===== src/rtl/irq_pkg.sv =====
// Shared encodings and defaults for the interrupt controller.
package irq_pkg;

  localparam int unsigned DEFAULT_IRQ_BITS    = 3;
  localparam int unsigned DEFAULT_SYNC_STAGES = 2;

  localparam logic [1:0] CFG_SEL_MASK = 2'd0;
  localparam logic [1:0] CFG_SEL_EDGE = 2'd1;
  localparam logic [1:0] CFG_SEL_PEND = 2'd2;
  localparam logic [1:0] CFG_SEL_INSV = 2'd3;

  typedef enum logic {
    IDLE = 1'b0,
    REQ  = 1'b1
  } irq_state_t;

endpackage


===== src/rtl/irq_controller_encoder.sv =====
// Priority encoder: index of the highest set input bit, 0 when no bit is set.
module Encoder #(
  parameter int unsigned OUT_WIDTH = 3
) (
  input  logic [(1<<OUT_WIDTH)-1:0] in_bits,
  output logic [OUT_WIDTH-1:0]      out_idx
);

  localparam int unsigned N = 1 << OUT_WIDTH;

  always_comb begin
    out_idx = '0;
    for (int unsigned i = 0; i < N; i++) begin
      if (in_bits[i]) out_idx = OUT_WIDTH'(i);
    end
  end

endmodule


===== src/rtl/irq_controller.sv =====
// Interrupt controller: synchronise, latch, mask, nest, and hand one vector to the CPU.
module irq_controller
  import irq_pkg::*;
#(
  parameter int unsigned IRQ_BITS    = DEFAULT_IRQ_BITS,
  parameter int unsigned SYNC_STAGES = DEFAULT_SYNC_STAGES
) (
  input  logic                       clk,
  input  logic                       rst_n,
  input  logic [(1<<IRQ_BITS)-1:0]   irq_in,
  input  logic                       cfg_we,
  input  logic [1:0]                 cfg_sel,
  input  logic [(1<<IRQ_BITS)-1:0]   cfg_wdata,
  output logic [(1<<IRQ_BITS)-1:0]   cfg_rdata,
  output logic                       irq_req,
  output logic [IRQ_BITS-1:0]        irq_vec,
  input  logic                       irq_ack,
  input  logic                       eoi
);

  localparam int unsigned N = 1 << IRQ_BITS;

  irq_state_t          state;
  logic [N-1:0]        synced;
  logic [N-1:0]        synced_d;
  logic [N-1:0]        rise;
  logic [N-1:0]        mask;
  logic [N-1:0]        edge_mode;
  logic [N-1:0]        pending;
  logic [N-1:0]        in_service;
  logic [N-1:0]        active;
  logic [N-1:0]        pending_nxt;
  logic [N-1:0]        insv_nxt;
  logic [N-1:0]        ack_clr;
  logic [IRQ_BITS-1:0] cand;
  logic [IRQ_BITS-1:0] is_top;
  logic                cand_valid;
  logic                is_valid;
  logic                eligible;
  logic                ack_hit;
  logic                vec_live;

  for (genvar g = 0; g < N; g++) begin : g_sync
    logic [SYNC_STAGES-1:0] chain;
    always_ff @(posedge clk or negedge rst_n) begin
      if (!rst_n) chain <= '0;
      else        chain <= {chain[SYNC_STAGES-2:0], irq_in[g]};
    end
    assign synced[g] = chain[SYNC_STAGES-1];
  end

  assign rise   = synced & ~synced_d;
  assign active = pending & ~mask;

  Encoder #(.OUT_WIDTH(IRQ_BITS)) u_cand_enc (
    .in_bits (active),
    .out_idx (cand)
  );

  Encoder #(.OUT_WIDTH(IRQ_BITS)) u_insv_enc (
    .in_bits (in_service),
    .out_idx (is_top)
  );

  assign cand_valid = |active;
  assign is_valid   = |in_service;
  assign eligible   = cand_valid && (!is_valid || (cand > is_top));
  assign ack_hit    = (state == REQ) && irq_ack;
  assign vec_live   = active[irq_vec];

  // A rising edge arriving with the ack re-sets the bit the ack clears.
  always_comb begin
    ack_clr     = ack_hit ? ((N'(1) << irq_vec) & edge_mode) : '0;
    pending_nxt = (edge_mode & ((pending & ~ack_clr) | rise)) | (~edge_mode & synced);
    insv_nxt    = in_service;
    if (eoi && is_valid) insv_nxt[is_top]  = 1'b0;
    if (ack_hit)         insv_nxt[irq_vec] = 1'b1;
  end

  always_comb begin
    cfg_rdata = '0;
    case (cfg_sel)
      CFG_SEL_MASK: cfg_rdata = mask;
      CFG_SEL_EDGE: cfg_rdata = edge_mode;
      CFG_SEL_PEND: cfg_rdata = pending;
      CFG_SEL_INSV: cfg_rdata = in_service;
      default:      cfg_rdata = '0;
    endcase
  end

  always_ff @(posedge clk or negedge rst_n) begin
    if (!rst_n) begin
      synced_d   <= '0;
      mask       <= '1;
      edge_mode  <= '0;
      pending    <= '0;
      in_service <= '0;
    end else begin
      synced_d   <= synced;
      pending    <= pending_nxt;
      in_service <= insv_nxt;
      if (cfg_we && (cfg_sel == CFG_SEL_MASK)) mask      <= cfg_wdata;
      if (cfg_we && (cfg_sel == CFG_SEL_EDGE)) edge_mode <= cfg_wdata;
    end
  end

  always_ff @(posedge clk or negedge rst_n) begin
    if (!rst_n) begin
      state   <= IDLE;
      irq_req <= 1'b0;
      irq_vec <= '0;
    end else begin
      case (state)
        IDLE: begin
          if (eligible) begin
            state   <= REQ;
            irq_req <= 1'b1;
            irq_vec <= cand;
          end
        end
        REQ: begin
          if (irq_ack || !vec_live) begin
            state   <= IDLE;
            irq_req <= 1'b0;
          end
        end
        default: begin
          state   <= IDLE;
          irq_req <= 1'b0;
        end
      endcase
    end
  end

endmodule


===== config.mk =====
export PLATFORM = sky130hd
export DESIGN_NAME = irq_controller
export DESIGN_NICKNAME = d
export VERILOG_FILES = /design/src/rtl/irq_pkg.sv /design/src/rtl/irq_controller_encoder.sv /design/src/rtl/irq_controller.sv
export SDC_FILE = /design/constraint.sdc
export NUM_CORES = 1
export LEC_CHECK = 0
export CORE_ASPECT_RATIO = 0.6
export CORE_MARGIN = 2
export CORE_UTILIZATION = 50
export CTS_CLUSTER_SIZE = 40
export DETAILED_ROUTE_END_ITERATION = 10
export PLACE_DENSITY = 0.77
export REMOVE_ABC_BUFFERS = 1
export SLEW_MARGIN = 20
export SYNTH_ARGS = -nofsm -noshare
export SYNTH_HDL_FRONTEND = slang
export SYNTH_SLANG_ARGS = --single-unit

===== constraint.sdc =====
create_clock -name clk -period 5.94 [get_ports clk]
set_input_delay 0.891 -clock clk [delete_from_list [all_inputs] [get_ports clk]]
set_output_delay 0.891 -clock clk [all_outputs]
set_load 0.03 [all_outputs]

==> results_dict.tcl, run 1 <==
set metrics [dict create \
    slew_headroom_pct 36.6 \
    clk_pin_slew_ps 60 \
    cp-end-kind "primary output" \
    root_buffer "clkbuf_8" \
    worst_pin_slew_ps 947 \
    io_buffers 34 \
    synth-seq-cells 61 \
    initial_core_util_pct 51.7 \
    min_to "g_sync[3].chain[1]" \
    multi_input_area_sq_um 1030 \
    finalCriticalPeriod_ps 3950 \
    cts_tree "built" \
    num_rows 20 \
    drtAntennaViolNets 0 \
    synthTopCellsByCount "dfrtp_1, nand2_1, mux2_2" \
    die_area_sq_um 5840 \
    syn_area_sq_um 2620 \
    max-clock-path-buffers 2 \
    grt_pass1_wl_um 8310 \
    die_w_um 97.4 \
    fin_nets 265 \
    ys_seq_area_share_pct 58.8 \
    r2r_slack_ps 3270 \
    synth.most_common_cell "dfrtp_1" \
    holdPathStages 0 \
    grt_pass1_vias 1597 \
    rsz0062_at_grt "false" \
    hpwl_um 3570 \
    setup_viol 0 \
    finalPower_w 0.00150 \
    synth_top_area_cell "dfrtp_1" \
    cts_buffers 9 \
    post-place-cells 294 \
    clock.fmax_ghz 0.253 \
    drive_gt1_share_pct 22.5 \
    cts_setup_buffers 0 \
    vias 1735 \
    drv_cap 0 \
    ioPinCount 35 \
    postCtsHoldBufs 0 \
    clock_skew_ps 8.63 \
    min_path_type "flip-flop to flip-flop" \
    cts.sinks 61 \
    wl_per_cell_um 16.5 \
    wl_um 5100 \
    synth_cell_types 42 \
    cts_resized 0 \
    avgSynthCellArea_sq_um 13.2 \
    ys_warn_count 0 \
    synth_flop_cell "dfrtp_1" \
    insertion_delay_ps 340 \
    slew_viol_final 0 \
    fin_crit_sh_pct 66.5 \
    cts-htree-levels 3 \
    vias_per_cell 5.60 \
    grt_max_degree 62 \
    power.density_nw_per_um2 466 \
    p_leak_nw 1.37 \
    min_from "g_sync[3].chain[0]" \
    die_height_um 60.0 \
    synthCells 198 \
    grt_overflow 0 \
    critPathRequiredTime_ps 5050 \
    ir_drop_uv 191 \
    syn2layout_area_growth_pct 23.3 \
    antennaDiodeCount 0 \
    setup-tns-final_ps 0 \
    cp.arrival_ps 3060 \
    synthTopCellsByArea "dfrtp_1, dfstp_2, mux2_2" \
    timing.rr.end "irq_vec[1]" \
    first_iter_violations 124 \
    critPathMaxFanout 10 \
    status "complete, no violations" \
    ff_latch_area_sq_um 1540 \
    coreArea_sq_um 5050 \
    antenna_found_initial 0 \
    cp-start-kind "input port" \
    gp_congestion 0.854 \
    final_hold_viol_count 0 \
    crit_type "input port to primary output" \
    drc_errors 0 \
    fin_cells 310 \
    fillers 423 \
    ff2ff_path_depth 9 \
    final_util_pct 63.8 \
    synth_edf_count 0 \
    firstDrtPassIters 4 \
    grt.total_usage_pct 19.8 \
    yosysTopAreaCellShare_pct 50.7 \
    finalHoldWorstSlack_ps 347 \
    reg2reg_from "mask[5]" \
    async_flop_share_pct 100 \
]
==> through the flow <==
step	worst slack (ps)	area (sq um)
finish	1990	3220
global route	1880	3220
CTS	1960	3220
detailed placement	1990	3010
global placement	1970	3010
floorplan	3470	2590
==> cell usage in the layout (no fill, tap or decap), types with 2 or more instances in the layout <==
master	n
clkdlybuf4s50_1	33
ha_1	3
clkinvlp_4	2
nand3_1	5
o41ai_1	3
nor2b_1	7
nand2_1	27
nand2b_1	7
mux4_2	7
a211oi_1	2
clkbuf_8	11
dfstp_2	8
mux2_2	16
dfrtp_1	53
mux2_4	2
o21ai_0	8
o22ai_1	2
inv_1	6
nor2_1	7
a32o_1	8
==> worst max-delay path, stage by stage <==
cell             delay [ps]
clkdlybuf4s50_1         890
mux4_1                  660
clkdlybuf4s50_1         610
==> kinds of logic (layout without fill, tap and decap cells) <==
family	Yosys count	count (layout)	share of synthesized area (%)
AOI/OAI and AO/OA	35	35	10.4
muxes	27	27	15.5
DFF	61	61	58.8
buffers and inverters	11	57	1.91
adders and majority gates	3	3	1.44
and+or+nand+nor	61	61	12.1
==> report_power, final <==
| group | internal (W) | switching, W |
|---|---|---|
| Clock | 0.000216 | 0.000156 |
| Sequential | 0.000502 | 0.0000951 |
| Combinational | 0.000264 | 0.000268 |
==> state kept, by name (all words and copies together), names as in the netlist <==
register and flops:
in_service 8, irq_req 1, synced_d 8, state 1
irq_vec 3, edge_mode 8, mask 8, pending 8
g_sync.chain 16
==> routing by layer <==
metal	routed length, um	part of all wire, %	vias to the layer above	global-route usage, %
met5	0	0	-	0
met2	2050	40	64	25.2
met3	423	8.3	6	9.47
met1	2590	51	856	30.0
li1	-	-	809	-
met4	44	0.86	0	5.36
==> final cells by class <==
| cell class | instances | area share (%) |
|---|---|---|
| clock buffers | 11 | 4.70 |
| clock inverters | 5 | 1.82 |
| inverters | 6 | 0.699 |
| multi-input cells | 126 | 31.9 |
| flip-flops and latches | 61 | 47.7 |
| well taps | 66 | 2.56 |
| repair buffers | 35 | 10.6 |
==> how the worst max path moves through the flow <==
stage          slack (ps)           end  depth (start not counted)       start
2_1_floorplan        3470  cfg_rdata[4]                          1  cfg_sel[0]
3_3_place_gp         1970  cfg_rdata[4]                          3  cfg_sel[0]
3_5_place_dp         1990  cfg_rdata[4]                          3  cfg_sel[0]
4_1_cts              1960  cfg_rdata[4]                          3  cfg_sel[0]
5_1_grt              1880  cfg_rdata[4]                          3  cfg_sel[0]
6_report             1990  cfg_rdata[4]                          3  cfg_sel[0]
No activity file was read; power rests on OpenSTA's default activity.
==> run 2, diff against run 1 <==
==> constraint.sdc (replaced) <==
create_clock -name clk -period 3.85 [get_ports clk]
set_input_delay 0.5775 -clock clk [delete_from_list [all_inputs] [get_ports clk]]
set_output_delay 0.5775 -clock clk [all_outputs]
set_load 0.03 [all_outputs]
==> results_dict.tcl, run 2 (synthesis gave the netlist of run 1 again) <==
set metrics [dict create \
    cts_setup_buffers 0 \
    crit_end "cfg_rdata[6]" \
    status "complete, no violations" \
    vias 1766 \
    crit_type "input port to primary output" \
    ioPinCount 35 \
    reg2reg_from "mask[4]" \
    slew_viol_final 0 \
    fin_crit_sh_pct 84.0 \
    mostFrequentLayoutCells "dfrtp_1, clkdlybuf4s50_1, nand2_1" \
    clk_pin_slew_ps 70 \
    critPathMaxFanout 7 \
    grt_max_degree 35 \
    final_hold_viol_count 0 \
    cts_buffers 9 \
    finalHoldWorstSlack_ps 295 \
    finalCriticalPeriod_ps 3230 \
    setup_viol 0 \
    cts_tree "built" \
    drv_cap 0 \
    insertion_delay_ps 350 \
    gp_congestion 0.883 \
    die_area_sq_um 5840 \
    postCtsHoldBufs 0 \
    num_rows 20 \
    critPathRequiredTime_ps 3270 \
    cp-end-kind "primary output" \
    r2r_slack_ps 1260 \
    max-clock-path-buffers 2 \
    setup-tns-final_ps 0 \
    power.density_nw_per_um2 717 \
    slew_headroom_pct 38.3 \
    mostFrequentLayoutCell "dfrtp_1" \
    wl_um 5420 \
    setup_slack_ps 618 \
    antenna_found_initial 0 \
    die_height_um 60.0 \
    initial_core_util_pct 51.7 \
    antennaDiodeCount 0 \
    syn2layout_area_growth_pct 23.1 \
    coreArea_sq_um 5050 \
    ff2ff_path_depth 8 \
    vias_per_cell 5.68 \
    fin_nets 266 \
    p_leak_nw 1.37 \
    finalPower_w 0.00231 \
    drive_gt1_share_pct 21.6 \
    die_w_um 97.4 \
    grt_pass1_wl_um 8870 \
    top_register "g_sync.chain" \
    firstDrtPassIters 4 \
    clock.fmax_ghz 0.309 \
    cts.sinks 61 \
    min_path_type "input port to async pin" \
    grt_overflow 0 \
    grt_pass1_vias 1716 \
    drc_errors 0 \
    cts-htree-levels 3 \
    largest_reg_flops 16 \
    final_util_pct 63.7 \
    first_iter_violations 119 \
    cp-start-kind "input port" \
    wl_per_cell_um 17.4 \
    cp.arrival_ps 2650 \
    cts_resized 0 \
    hpwl_um 3780 \
    startpoint "cfg_sel[0]" \
    timing.rr.end "irq_vec[2]" \
    io_buffers 34 \
    root_buffer "clkbuf_8" \
    drtAntennaViolNets 0 \
    worst_pin_slew_ps 922 \
    rsz0062_at_grt "false" \
    ir_drop_uv 320 \
    grt.total_usage_pct 20.9 \
    pre_cts_slack_ps 589 \
    clock_skew_ps 11.5 \
]
-- run 2: cell types whose count changed in the layout (fill, tap and decap cells not counted), sizes merged --
cell	before	now
clkinvlp	2	0
clkbuf	11	14
buf	2	3
clkinv	2	1
-- run 2: power breakdown --
group / switching [W] / total, W / internal, W
sequential: 0.000149 / 0.000924 / 0.000775
combinational: 0.000413 / 0.000819 / 0.000406
clock: 0.000231 / 0.000565 / 0.000334
total: 0.000793 / 0.00231 / 0.00152
-- run 2: cell type report --
class                      instances  area, sq um
timing repair buffer              36          350
fill                             412         1840
sequential                        61         1540
clock buffer                      14          163
tap                               66         82.6
clock inverter                     2         35.0
multi-input combinational        126         1030
inverter                           6         22.5
-- run 2: metrics by stage --
stage,std cells,area (sq um)
2_1_floorplan,193,2590
3_3_place_gp,295,3020
3_5_place_dp,295,3020
4_1_cts,311,3220
5_1_grt,311,3220
6_report,311,3220
-- run 2: worst max-delay path, stage by stage --
cell	delay, ps
clkdlybuf4s50_1	730
buf_4	240
mux4_2	510
clkdlybuf4s50_1	610
-- run 2: how the worst min path moves through the flow --
stage                          to  slack [ps]  depth (start not counted)                from
6_report               pending[3]         290                          1               rst_n
5_1_grt                irq_vec[1]         360                          1               rst_n
4_1_cts        g_sync[2].chain[1]         310                          1               rst_n
3_5_place_dp   g_sync[1].chain[1]         330                          0  g_sync[1].chain[0]
3_3_place_gp   g_sync[2].chain[1]         330                          0  g_sync[2].chain[0]
2_1_floorplan        edge_mode[0]         280                          0               rst_n
-- run 2: layer usage --
layer / track usage (%) / routed length, um
met1: 30.9 / 2490
met5: 0 / 0
met3: 6.43 / 513
met4: 8.93 / 104
met2: 28.8 / 2310
==> run 3, diff against run 2 <==
==> constraint.sdc (replaced) <==
create_clock -name clk -period 3.21 [get_ports clk]
set_input_delay 0.4815 -clock clk [delete_from_list [all_inputs] [get_ports clk]]
set_output_delay 0.4815 -clock clk [all_outputs]
set_load 0.03 [all_outputs]
==> results_dict.tcl, run 3 (synthesis gave the netlist of run 1 again) <==
set metrics [dict create \
    postCtsHoldBufs 0 \
    mostFrequentLayoutCell "dfrtp_1" \
    cp_num_buf_inv 2 \
    max-clock-path-buffers 2 \
    crit_top_cell "clkdlybuf4s50_1" \
    slowest_delay_ps 700 \
    crit_slowest_cell "clkdlybuf4s50_1" \
    die_area_sq_um 5840 \
    fin_crit_sh_pct 88.2 \
    cts-htree-levels 3 \
    num_rows 20 \
    hpwl_um 3920 \
    cts_setup_buffers 0 \
    finalCriticalPeriod_ps 2830 \
    cp-start-kind "input port" \
    clk_pin_slew_ps 70 \
    placedInstanceArea_sq_um 3040 \
    first_iter_violations 154 \
    grt_pass1_vias 1713 \
    critPathMaxFanout 6 \
    drv_cap 0 \
    cp_top_family "buffers and inverters" \
    fillers 399 \
    wl_um 5430 \
    clock_skew_ps 6.59 \
    min_path_type "input port to async pin" \
    vias_per_cell 5.70 \
    power.density_nw_per_um2 852 \
    cp.arrival_ps 2350 \
    cts_buffers 9 \
    finalPower_w 0.00276 \
    initial_core_util_pct 51.7 \
    ioPinCount 35 \
    syn2layout_area_growth_pct 23.7 \
    die_w_um 97.4 \
    drc_errors 0 \
    largest_reg_flops 16 \
    wl_per_cell_um 17.3 \
    multi_input_area_sq_um 1030 \
    insertion_delay_ps 340 \
    worst_pin_slew_ps 845 \
    status "complete, no violations" \
    ff_latch_area_sq_um 1540 \
    setup-tns-final_ps 0 \
    gp_congestion 0.900 \
    critPathRequiredTime_ps 2730 \
    ir_drop_uv 375 \
    final_util_pct 64.0 \
    r2r_slack_ps 630 \
    fin_area_sq_um 3240 \
    coreArea_sq_um 5050 \
    mostFrequentLayoutCells "dfrtp_1, clkdlybuf4s50_1, nand2_1" \
    grt_overflow 0 \
    cts_tree "built" \
    antenna_found_initial 0 \
    fin_nets 269 \
    crit_type "input port to primary output" \
    slew_headroom_pct 43.7 \
    cp_cell_sequence "clkdlybuf4s50_1, mux4_2, clkdlybuf4s50_1" \
    clock.fmax_ghz 0.353 \
    cts.sinks 61 \
    io_buffers 34 \
    drive_gt1_share_pct 23.4 \
    antennaDiodeCount 0 \
    firstDrtPassIters 4 \
    grt_pass1_wl_um 8940 \
    slew_viol_final 0 \
    rsz0062_at_grt "false" \
    p_leak_nw 1.37 \
    die_height_um 60.0 \
    cts_resized 0 \
    grt.total_usage_pct 21.3 \
    grt_max_degree 41 \
    setup_viol 0 \
    drtAntennaViolNets 0 \
    root_buffer "clkbuf_8" \
    vias 1790 \
    top_register "g_sync.chain" \
    cp-end-kind "primary output" \
    final_hold_viol_count 0 \
]
[run 3: cell types whose count changed in the layout (fill, tap and decap cells not counted)]
cell / previous run / this run
clkbuf_8: 11 / 9
clkbuf_1: 3 / 1
buf_4: 2 / 5
clkinvlp_4: 0 / 4
[run 3: final cells by class]
type	instances	share of cell area [%]
Multi-Input combinational cell	126	31.8
Clock inverter	6	2.01
Clock buffer	10	3.94
Sequential cell	61	47.5
Inverter	6	0.696
Timing Repair Buffer	39	11.5
Tap cell	66	2.55
[run 3: final timing paths]
path | start | end | cells after the start
min in group clk | g_sync[6].chain[0] | g_sync[6].chain[1] | 0
min | rst_n | g_sync[3].chain[0] | 1
max | cfg_sel[1] | cfg_rdata[3] | 3
max reg2reg | mask[5] | irq_vec[1] | 9
max in group asynchronous | rst_n | mask[4] | 2
min reg2reg | g_sync[6].chain[0] | g_sync[6].chain[1] | 0
[run 3: where the power goes]
group	switching, W	total, W	leakage, nW	internal [W]
combinational	0.000497	0.000987	0.569	0.000490
sequential	0.000177	0.00111	0.714	0.000930
clock	0.000306	0.000662	0.0845	0.000356
total	0.000980	0.00276	1.37	0.00178
[run 3: layer usage]
metal,vias to the layer above,global-route usage (%),wire (um)
met5,-,0,0
met4,0,8.53,99
met3,12,7.72,366
met2,69,28.0,2180
met1,887,31.9,2780
li1,822,-,-
[run 3: through the flow]
| step | cells | setup WS, ps | hold slack [ps] |
|---|---|---|---|
| after floorplan | 193 | 913 | 186 |
| after global placement | 298 | 361 | 333 |
| after detailed placement | 298 | 354 | 336 |
| after CTS | 314 | 352 | 271 |
| after global routing | 314 | 311 | 311 |
| final | 314 | 379 | 242 |
